<file path="src/rtl/dcache_pkg.sv">
// Shared definitions for the dcache_ctrl slice.
// Contents:
//   - default geometry (line count, index width, address/data widths)
//   - controller state encoding
//   - lowest-set-bit priority encoder used to pick the hit line
package dcache_pkg;

  localparam int unsigned DEF_LINES    = 4;
  localparam int unsigned DEF_LINEIDX  = 2;
  localparam int unsigned DEF_ADDRBITS = 32;
  localparam int unsigned DEF_DATABITS = 32;

  typedef enum logic [1:0] {
    IDLE   = 2'b00,
    LOOKUP = 2'b01,
    FILL   = 2'b10,
    RESP   = 2'b11
  } state_e;

  // Index of the lowest set bit of v (0 when v is all zero).
  function automatic logic [2:0] lowest_set(input logic [7:0] v);
    logic [2:0] idx;
    logic       found;
    idx   = '0;
    found = 1'b0;
    for (int unsigned i = 0; i < 8; i++) begin
      if (v[i] && !found) begin
        idx   = i[2:0];
        found = 1'b1;
      end
    end
    return idx;
  endfunction

endpackage

</file>
<file path="src/rtl/dcache_victim.sv">
// Replacement policy for dcache_ctrl.
// Macro DCACHE_CTRL_PLRU_EN:
//   defined   - tree pseudo-LRU (heap-indexed nodes 1..LINES-1)
//   undefined - round-robin pointer advanced on fill completion
// Ports:
//   clk, reset  - clock, asynchronous active-high reset
//   touch       - a line was just used (hit or fill completion, as the top decides)
//   touch_idx   - index of the line that was used
//   victim_idx  - line to replace on the next all-miss
module dcache_victim
  import dcache_pkg::*;
#(
  parameter int unsigned LINES   = DEF_LINES,
  parameter int unsigned LINEIDX = DEF_LINEIDX
) (
  input  logic               clk,
  input  logic               reset,
  input  logic               touch,
  input  logic [LINEIDX-1:0] touch_idx,
  output logic [LINEIDX-1:0] victim_idx
);

`ifdef DCACHE_CTRL_PLRU_EN
  // Node n has children 2n and 2n+1; bit 0 is unused and held at 0.
  logic [LINES-1:0] plru_q, plru_d;

  always_comb begin : walk
    logic [LINEIDX:0] node;
    node    = '0;
    node[0] = 1'b1;
    for (int unsigned l = 0; l < LINEIDX; l++) begin
      node = {node[LINEIDX-1:0], plru_q[node[LINEIDX-1:0]]};
    end
    // Leaf numbers run LINES..2*LINES-1, so dropping the top bit gives the line.
    victim_idx = node[LINEIDX-1:0];
  end

  always_comb begin : update
    logic [LINEIDX:0] node;
    plru_d = plru_q;
    node   = {1'b1, touch_idx};
    if (touch) begin
      for (int unsigned l = 0; l < LINEIDX; l++) begin
        // Point the parent at the sibling subtree of the touched path.
        plru_d[node[LINEIDX:1]] = ~node[0];
        node = node >> 1;
      end
    end
    plru_d[0] = 1'b0;
  end

  always_ff @(posedge clk or posedge reset) begin
    if (reset) plru_q <= '0;
    else       plru_q <= plru_d;
  end
`else
  logic [LINEIDX-1:0] ptr_q, ptr_d;

  // Only fill completions touch in this build, and the filled line is
  // always the current pointer, so touch_idx+1 is the next slot.
  always_comb begin
    ptr_d = ptr_q;
    if (touch) ptr_d = touch_idx + LINEIDX'(1);
  end

  always_ff @(posedge clk or posedge reset) begin
    if (reset) ptr_q <= '0;
    else       ptr_q <= ptr_d;
  end

  assign victim_idx = ptr_q;
`endif

endmodule

</file>
<file path="src/rtl/dcache_ctrl.sv">
// Sequencer for LINES dcache_line instances forming a small fully-associative
// data cache. Waits one cycle for the lines' registered verdicts, returns hit
// data, or on an all-miss commands a victim line to fill and lends it the
// single memory-controller port until it reports valid.
// Macro DCACHE_CTRL_PLRU_EN selects pseudo-LRU replacement (default round-robin).
// Ports:
//   clk, reset                          - clock, asynchronous active-high reset
//   cpu_rdreq/cpu_wrreq                 - CPU request, held until cpu_ready
//   cpu_dataout, cpu_ready              - read data and one-cycle completion pulse
//   multihit                            - sticky flag: >1 line hit in one cycle
//   line_fill                           - one-hot fill command pulse
//   line_valid/line_miss/line_out       - per-line verdicts and read data
//   line_mem_addr/rdreq/wrreq           - per-line memory requests
//   line_mem_valid                      - mem_valid routed to the owning line
//   mem_addr/mem_rdreq/mem_wrreq        - memory-controller request port
//   mem_valid                           - memory data valid
module dcache_ctrl
  import dcache_pkg::*;
#(
  parameter int unsigned LINES    = DEF_LINES,
  parameter int unsigned LINEIDX  = DEF_LINEIDX,
  parameter int unsigned ADDRBITS = DEF_ADDRBITS,
  parameter int unsigned DATABITS = DEF_DATABITS
) (
  input  logic                      clk,
  input  logic                      reset,
  input  logic                      cpu_rdreq,
  input  logic                      cpu_wrreq,
  output logic [DATABITS-1:0]       cpu_dataout,
  output logic                      cpu_ready,
  output logic                      multihit,
  output logic [LINES-1:0]          line_fill,
  input  logic [LINES-1:0]          line_valid,
  input  logic [LINES-1:0]          line_miss,
  input  logic [LINES*DATABITS-1:0] line_out,
  input  logic [LINES*ADDRBITS-1:0] line_mem_addr,
  input  logic [LINES-1:0]          line_mem_rdreq,
  input  logic [LINES-1:0]          line_mem_wrreq,
  output logic [LINES-1:0]          line_mem_valid,
  output logic [ADDRBITS-1:0]       mem_addr,
  output logic                      mem_rdreq,
  output logic                      mem_wrreq,
  input  logic                      mem_valid
);

  state_e              state_q;
  logic [LINEIDX-1:0]  owner_q;
  logic                multihit_q;
  logic                cpu_ready_q;
  logic [DATABITS-1:0] cpu_dataout_q;
  logic [LINES-1:0]    line_fill_q;

  logic [LINEIDX-1:0]  hit_idx, victim_idx, touch_idx;
  logic [DATABITS-1:0] hit_data, own_data;
  logic                lookup_hit, fill_done, multi_valid, touch;

  assign hit_idx     = LINEIDX'(lowest_set(8'(line_valid)));
  assign lookup_hit  = (state_q == LOOKUP) && (|line_valid);
  assign fill_done   = (state_q == FILL) && line_valid[owner_q];
  assign multi_valid = (line_valid & (line_valid - LINES'(1))) != '0;

  always_comb begin
    hit_data = '0;
    own_data = '0;
    for (int unsigned i = 0; i < LINES; i++) begin
      if (hit_idx == i[LINEIDX-1:0]) hit_data = line_out[i*DATABITS +: DATABITS];
      if (owner_q == i[LINEIDX-1:0]) own_data = line_out[i*DATABITS +: DATABITS];
    end
  end

  // Memory port is decoded straight from state so reset drops the grant at once.
  always_comb begin
    mem_addr       = '0;
    mem_rdreq      = 1'b0;
    mem_wrreq      = 1'b0;
    line_mem_valid = '0;
    if (state_q == FILL) begin
      for (int unsigned i = 0; i < LINES; i++) begin
        if (owner_q == i[LINEIDX-1:0]) begin
          mem_addr          = line_mem_addr[i*ADDRBITS +: ADDRBITS];
          mem_rdreq         = line_mem_rdreq[i];
          mem_wrreq         = line_mem_wrreq[i];
          line_mem_valid[i] = mem_valid;
        end
      end
    end
  end

`ifdef DCACHE_CTRL_PLRU_EN
  assign touch     = fill_done | lookup_hit;
  assign touch_idx = fill_done ? owner_q : hit_idx;
`else
  assign touch     = fill_done;
  assign touch_idx = owner_q;
`endif

  dcache_victim #(
    .LINES   (LINES),
    .LINEIDX (LINEIDX)
  ) u_victim (
    .clk        (clk),
    .reset      (reset),
    .touch      (touch),
    .touch_idx  (touch_idx),
    .victim_idx (victim_idx)
  );

  always_ff @(posedge clk or posedge reset) begin
    if (reset) begin
      state_q       <= IDLE;
      owner_q       <= '0;
      multihit_q    <= 1'b0;
      cpu_ready_q   <= 1'b0;
      cpu_dataout_q <= '0;
      line_fill_q   <= '0;
    end else begin
      cpu_ready_q <= 1'b0;
      line_fill_q <= '0;
      case (state_q)
        IDLE: begin
          if (cpu_rdreq || cpu_wrreq) state_q <= LOOKUP;
        end
        LOOKUP: begin
          if (lookup_hit) begin
            cpu_dataout_q <= hit_data;
            cpu_ready_q   <= 1'b1;
            state_q       <= RESP;
            if (multi_valid) multihit_q <= 1'b1;
          end else if (&line_miss) begin
            owner_q     <= victim_idx;
            line_fill_q <= LINES'(1) << victim_idx;
            state_q     <= FILL;
          end
        end
        FILL: begin
          if (fill_done) begin
            cpu_dataout_q <= own_data;
            cpu_ready_q   <= 1'b1;
            state_q       <= RESP;
          end
        end
        RESP: begin
          state_q <= IDLE;
        end
        default: state_q <= IDLE;
      endcase
    end
  end

  assign cpu_ready   = cpu_ready_q;
  assign cpu_dataout = cpu_dataout_q;
  assign line_fill   = line_fill_q;
  assign multihit    = multihit_q;

endmodule

</file>
<file path="config.mk">
export PLATFORM = sky130hd
export DESIGN_NAME = dcache_ctrl
export DESIGN_NICKNAME = d
export VERILOG_FILES = /design/src/rtl/dcache_pkg.sv /design/src/rtl/dcache_victim.sv /design/src/rtl/dcache_ctrl.sv
export SDC_FILE = /design/constraint.sdc
export NUM_CORES = 1
export LEC_CHECK = 0
export BUFFER_PORTS_ARGS = -buffer_cell sky130_fd_sc_hd__buf_2
export CORE_AREA = 2 2 136 138
export DETAILED_ROUTE_END_ITERATION = 7
export DIE_AREA = 0 0 138 140
export GPL_TIMING_DRIVEN = 0
export HOLD_SLACK_MARGIN = 0.12
export PLACE_DENSITY = 0.61
export REMOVE_ABC_BUFFERS = 1
export SETUP_SLACK_MARGIN = 0.15
export SLEW_MARGIN = 0
export SYNTH_ARGS = -nofsm -noshare
export SYNTH_HDL_FRONTEND = slang
export SYNTH_HIERARCHICAL = 1
export SYNTH_SLANG_ARGS = --single-unit
</file>
<file path="constraint.sdc">
create_clock -name clk -period 2 [get_ports clk]
set_clock_uncertainty 0.2 [all_clocks]
set_input_delay 0.2 -clock clk [delete_from_list [all_inputs] [get_ports clk]]
set_output_delay 0.2 -clock clk [all_outputs]
set_load 0.03 [all_outputs]
</file>
==> flow_metrics.py, run 1 <==
metrics = {
    "sta": {
        "hold_viol": 0,
        "relSlewSlack_pct": 34.43,
        "setup-violations-final": 67,
        "worst_pin_slew_ns": 0.9810,
        "fin_crit_ns": 2.301,
        "fmax_mhz": 434.5,
        "rsz0062_at_grt": "true",
        "slew_viol_final": 0,
        "setup_ws_ns": -0.3013,
        "period_share_pct": 115.1,
    },
    "detailed_routing": {
        "drtIter0Drc": 502,
        "drcViolationCount": 0,
        "viasPerCell": 5.638,
        "wire_per_inst_um": 22.78,
        "wl_um": 27060,
        "num_vias": 6698,
        "dr.pass1.iters": 5,
        "detail-route-antenna-nets": 0,
    },
    "pwr": {
        "p_sw_share_pct": 47.29,
        "clockPowerShare_pct": 10.3,
        "power_density_nw_per_um2": 1061,
        "pwr-share-comb_pct": 73.1,
        "power_frac_seq_pct": 16.6,
        "ir_drop_mv": 0.5940,
        "p_switching_mw": 4.626,
        "p_int_mw": 5.157,
        "p_leak_nw": 4.077,
    },
    "final_layout": {
        "regArea_um2": 1111,
        "fin_util_pct": 51.85,
        "fin_area_um2": 9219,
        "multi_input_area_um2": 4328,
        "fin_cells": 1188,
        "drive_gt1_share_pct": 60.65,
        "area_growth_pct": 80.41,
        "mostFrequentLayoutCell": "buf_2",
        "final_nets": 1238,
        "mostFrequentLayoutCells": "311 x buf_2, 93 x nand2_1, 67 x mux4_2",
        "fill_cells": 1640,
    },
    "min_path": {
        "whs_path_depth": 4,
        "hold_path_end": "cpu_dataout[15]",
        "hp-start": "line_out[111]",
        "hp-class": "primary input to flip-flop",
    },
    "floorplanning": {
        "die_area_um2": 19320,
        "pin_count": 353,
        "coreArea_um2": 17780,
        "start_util_pct": 28.74,
        "placementRows": 49,
        "fp.dieH_um": 140,
        "die_w_um": 138,
    },
    "clock_network": {
        "clock-root-buffer": "clkbuf_16",
        "numCtsBuffers": 5,
        "cts_sinks": 44,
        "cts_max_path_buffers": 2,
        "cts_tree": "done",
        "worstSkewPairLatency_ns": 0.30,
        "htree_levels": 2,
        "cts.clk_slew.worst_paths_ns": 0.07,
    },
    "global_route": {
        "overflow": 0,
        "track_usage_pct": 26.21,
        "grt_max_degree": 46,
        "antenna_found_initial": 2,
        "grt_first_pass_wirelength_um": 39380,
        "first_global_vias": 6620,
    },
    "synthesis": {
        "synth_seq_area_share_pct": 21.55,
        "syn_inst": 550,
        "ys_types": 40,
        "ys_ff_latch": 44,
        "synthesis.area_um2": 5110,
        "synth_warnings": 6,
        "ys.flop_type": "dfrtp_1",
        "synth_enable_flop_cells": 0,
        "syn_area_per_cell_um2": 9.291,
        "synth-async-reset-ratio_pct": 100.0,
    },
    "run_status": {
        "violations": "setup timing",
        "outcome": "complete, but fails checks",
    },
    "setup_path": {
        "crit_slowest_cell": "mux4_2",
        "r2r_start": "owner_q[0]",
        "end_kind": "flip-flop",
        "cp_max_fo": 8,
        "cpPeakStageDelay_ns": 0.58,
        "rr_endpoint": "cpu_dataout[21]",
        "worst_ep_required_time_ns": 2.02,
        "worst_r2r_path_depth": 5,
        "rrSetupSlack_ns": -0.30,
        "crit_arrival_ns": 2.32,
        "startpoint_type": "flip-flop",
        "worstSetupPathType": "flip-flop to flip-flop",
        "cp_cell_sequence": "buf_12 -> mux4_2 -> mux2_8 -> and2_4 -> a31oi_1",
    },
    "place": {
        "gp_congestion": 0.8348,
        "placed_area_um2": 7015,
        "placed_cells": 1074,
        "place_hpwl_um": 16060,
        "pre_cts_ws_ns": -1.338,
        "port-buffer-count": 352,
    },
    "run": {
        "maxCapViolations": 0,
    },
}
==> flip-flops by register name (all words and copies together), names as in the netlist <==
register             count
cpu_dataout             32
line_fill                4
owner_q                  2
state_q                  2
u_victim/victim_idx      2
cpu_ready                1
multihit                 1
==> cell usage after synthesis (4+ instances only) <==
cell type,instances,area share (%)
buf_2,14,1.4
a311o_1,30,5.9
clkbuf_1,42,3.1
a21oi_1,34,3.3
and2_1,35,4.3
mux4_2,67,30
dfrtp_1,44,22
nor2_1,39,2.9
a31oi_1,31,3.8
nor2b_1,32,3.9
nand2_1,96,7.1
a211o_1,30,5.1
inv_1,9,0.66
ha_1,4,0.98
==> worst max path at each step <==
stage | slack (ns) | end | from
floorplan | -2.52 | cpu_dataout[0] | owner_q[0]
global placement | -3.76 | cpu_dataout[25] | owner_q[0]
global route | -0.35 | mem_addr[11] | owner_q[0]
finish | -0.30 | cpu_dataout[21] | owner_q[0]
CTS | -0.30 | mem_addr[11] | owner_q[0]
detailed placement | -1.34 | cpu_dataout[22] | line_valid[0]
==> worst max-delay path, delay by kind of cell, from the launching register on <==
kind / cells / cell delay, ns
buffers and inverters: 1 / 0.15
and+or+nand+nor: 1 / 0.24
muxes: 2 / 0.97
AOI/OAI and AO/OA: 1 / 0.18
DFF: 1 / 0.47
==> through the flow <==
| step | power (mW) | TNS, ns | hold WS (ns) |
|---|---|---|---|
| after CTS | 9.021 | -17.08 | 0.1200 |
| after global placement | 6.013 | -269.78 | -0.1384 |
| after floorplan | 4.656 | -171.83 | -0.2588 |
| after detailed placement | 6.214 | -63.27 | -0.1289 |
| after global routing | 10.22 | -19.39 | 0.1439 |
| final | 9.783 | -16.69 | 0.1366 |
==> power groups by stage <==
stage	sequential, mW	combinational, mW	clock, mW
6_report	1.62	7.15	1.01
5_1_grt	1.65	7.48	1.08
4_1_cts	1.55	6.44	1.03
3_5_place_dp	1.60	4.61	0
3_3_place_gp	1.65	4.37	0
2_1_floorplan	2.26	2.39	0
==> repair_timing <==
| item | in CTS | in global routing |
|---|---|---|
| hold buffers | 55 | 1 |
| setup endpoints to repair | 81 | 80 |
| gates cloned | 12 | 2 |
| gates resized for setup | 154 | 56 |
| setup buffers | 25 | 10 |
| hold endpoints to repair | 75 | 1 |
| pin swaps | 23 | 26 |
==> cell type report <==
type,count,area share (%)
tap,229,3.108
multi-input combinational,441,46.95
clock buffer,5,1.357
inverter,9,0.4072
sequential,44,12.05
clock inverter,3,0.5022
timing repair inverter,1,0.08143
antenna,1,0.02714
timing repair buffer,455,35.52
==> cells by family after synthesis <==
logic type      after synthesis  share of synthesized area [%]
simple gates                222                          20.76
compound gates              137                          19.93
mux                          71                          30.48
buf+inv                      70                          5.926
flops                        44                          21.55
fa+ha+maj                     5                          1.175
xor+xnor                      1                         0.1714
==> metal layers <==
layer / track usage (%) / up-vias / wire (um)
met5: 0 / - / 0
met4: 8.808 / 0 / 859
met3: 5.983 / 70 / 2545
met2: 45.34 / 463 / 13450
met1: 32.39 / 3259 / 10210
li1: - / 2906 / -
Note: power is estimated with default switching activity, not from simulation.
==> run 2, diff against run 1 <==
--- a/config.mk
+++ b/config.mk
@@ -14,6 +14,7 @@
 export PLACE_DENSITY = 0.61
 export REMOVE_ABC_BUFFERS = 1
 export SETUP_SLACK_MARGIN = 0.15
+export SKIP_CTS_REPAIR_TIMING = 1
 export SLEW_MARGIN = 0
 export SYNTH_ARGS = -nofsm -noshare
 export SYNTH_HDL_FRONTEND = slang
==> constraint.sdc (replaced) <==
create_clock -name clk -period 2.1 [get_ports clk]
set_clock_uncertainty 0.2 [all_clocks]
set_input_delay 0.21 -clock clk [delete_from_list [all_inputs] [get_ports clk]]
set_output_delay 0.21 -clock clk [all_outputs]
set_load 0.03 [all_outputs]
==> run 2 against run 1 <==
The run still ends with setup timing left. First-iteration DRC count shrank 18%. Combinational power decreased by 8.1%. Sequential share of layout area is 0.59 points higher. Critical path depth did not move. Critical endpoint is now mem_addr[13]. Register-to-register slack gained 0.12 ns.
==> flow_metrics.py, run 2 (synthesis results as in run 1) <==
metrics = {
    "run_status": {
        "outcome": "complete, but fails checks",
        "violations": "setup timing",
    },
    "setup_path": {
        "crit_family": "multiplexers",
        "cpPeakStageDelay_ns": 0.51,
        "crit_arrival_ns": 1.89,
        "worst_r2r_path_depth": 5,
        "crit_buf_inv": 3,
        "rrSetupSlack_ns": -0.18,
        "r2r_start": "owner_q[0]",
        "cp_max_fo": 8,
        "cp_cell_sequence": "buf_12 -> buf_12 -> mux4_2 -> and2_4 -> buf_6",
        "rr_endpoint": "cpu_dataout[29]",
        "startpoint_type": "flip-flop",
        "end_kind": "output pin",
        "worstSetupPathType": "flip-flop to output pin",
        "crit_slowest_cell": "mux4_2",
        "worst_ep_required_time_ns": 1.69,
        "crit_path_frequent_cell": "buf_12",
    },
    "global_route": {
        "overflow": 0,
        "grt_max_degree": 60,
        "track_usage_pct": 21.49,
        "first_global_vias": 5863,
        "grt_first_pass_wirelength_um": 33290,
        "antenna_found_initial": 1,
    },
    "sta": {
        "slew_viol_final": 0,
        "relSlewSlack_pct": 35.45,
        "period_share_pct": 109.4,
        "rsz0062_at_grt": "true",
        "fin_crit_ns": 2.298,
        "worst_pin_slew_ns": 0.9657,
        "fmax_mhz": 435.2,
        "setup_ws_ns": -0.1977,
        "hold_viol": 0,
        "setup-violations-final": 67,
    },
    "floorplanning": {
        "coreArea_um2": 17780,
        "die_w_um": 138,
        "pin_count": 353,
        "fp.dieH_um": 140,
        "start_util_pct": 28.74,
        "placementRows": 49,
        "die_area_um2": 19320,
    },
    "pwr": {
        "ir_drop_mv": 0.6035,
        "power_density_nw_per_um2": 1030,
        "p_leak_nw": 3.939,
        "total_power_mw": 9.038,
    },
    "final_layout": {
        "num_antenna_cells": 0,
        "area_growth_pct": 71.65,
        "fill_cells": 1698,
        "final_nets": 1212,
        "fin_area_um2": 8771,
        "mostFrequentLayoutCells": "314 x buf_2, 93 x nand2_1, 67 x mux4_2",
        "mostFrequentLayoutCell": "buf_2",
        "fin_util_pct": 49.33,
        "largest_reg_flops": 32,
        "drive_gt1_share_pct": 62.34,
    },
    "clock_network": {
        "clock-root-buffer": "clkbuf_16",
        "numCtsBuffers": 5,
        "cts_tree": "done",
        "cts.clk_slew.worst_paths_ns": 0.07,
        "cts_max_path_buffers": 2,
        "htree_levels": 2,
        "cts_sinks": 44,
        "worstSkewPairLatency_ns": 0.30,
    },
    "place": {
        "pre_cts_ws_ns": -1.248,
        "placed_area_um2": 7015,
        "gp_congestion": 0.8348,
        "port-buffer-count": 352,
        "place_hpwl_um": 16060,
    },
    "detailed_routing": {
        "viasPerCell": 5.643,
        "num_vias": 6552,
        "wire_per_inst_um": 22.91,
        "detail-route-antenna-nets": 0,
        "wl_um": 26600,
        "dr.pass1.iters": 5,
        "drtIter0Drc": 410,
        "drcViolationCount": 0,
    },
    "min_path": {
        "hp-start": "line_out[4]",
        "hp-class": "primary input to flip-flop",
        "hold_path_end": "cpu_dataout[4]",
        "whs_path_depth": 4,
    },
    "run": {
        "maxCapViolations": 0,
    },
}
run 2: layer usage:
metal / global-route usage [%] / wire, um / share of wire, % / up-vias
li1: - / - / - / 2861
met1: 26.62 / 10100 / 38 / 3163
met2: 36.66 / 12930 / 49 / 449
met3: 5.197 / 2418 / 9.1 / 79
met4: 7.626 / 1147 / 4.3 / 0
met5: 0 / 0 / 0 / -
run 2: cell type report:
type	instances	area (um^2)	area share (%)
clock buffers	5	125.1	1.427
clock inverters	3	46.29	0.5278
inverters	9	37.54	0.4280
multi-input cells	443	4248	48.43
flip-flops and latches	44	1109	12.64
well taps	229	286.5	3.267
repair buffers	427	2912	33.20
repair inverters	1	7.507	0.08559
run 2: per-stage QoR:
step                      setup TNS, ns  hold slack [ns]  instances
after floorplan                 -164.29          -0.2488        489
after global placement          -258.32          -0.1284       1070
after detailed placement         -55.93          -0.1189       1074
after CTS                        -58.10          -0.4455       1082
after global routing             -13.33           0.1213       1161
final                            -9.932          0.08642       1161
run 2: tightest hold or removal path, delay by kind of cell:
family	cells	cell delay, ns
buffers and inverters	1	0.11
AO/OA/AOI/OAI	2	0.18
AND/OR/NAND/NOR	1	0.05
run 2: power by group:
group          total [mW]  switching [mW]  internal, mW
combinational        6.57            3.63          2.94
sequential           1.51           0.282          1.23
clock               0.953           0.386         0.567
run 2: worst max-delay path by stage:
| stage | from | to | slack (ns) | cells after the start |
|---|---|---|---|---|
| 2_1_floorplan | owner_q[0] | cpu_dataout[0] | -2.42 | 4 |
| 3_3_place_gp | owner_q[0] | cpu_dataout[25] | -3.66 | 4 |
| 3_5_place_dp | line_valid[0] | cpu_dataout[22] | -1.25 | 5 |
| 4_1_cts | state_q[1] | cpu_dataout[22] | -0.98 | 5 |
| 5_1_grt | owner_q[0] | mem_addr[13] | -0.25 | 5 |
| 6_report | owner_q[0] | mem_addr[13] | -0.20 | 5 |
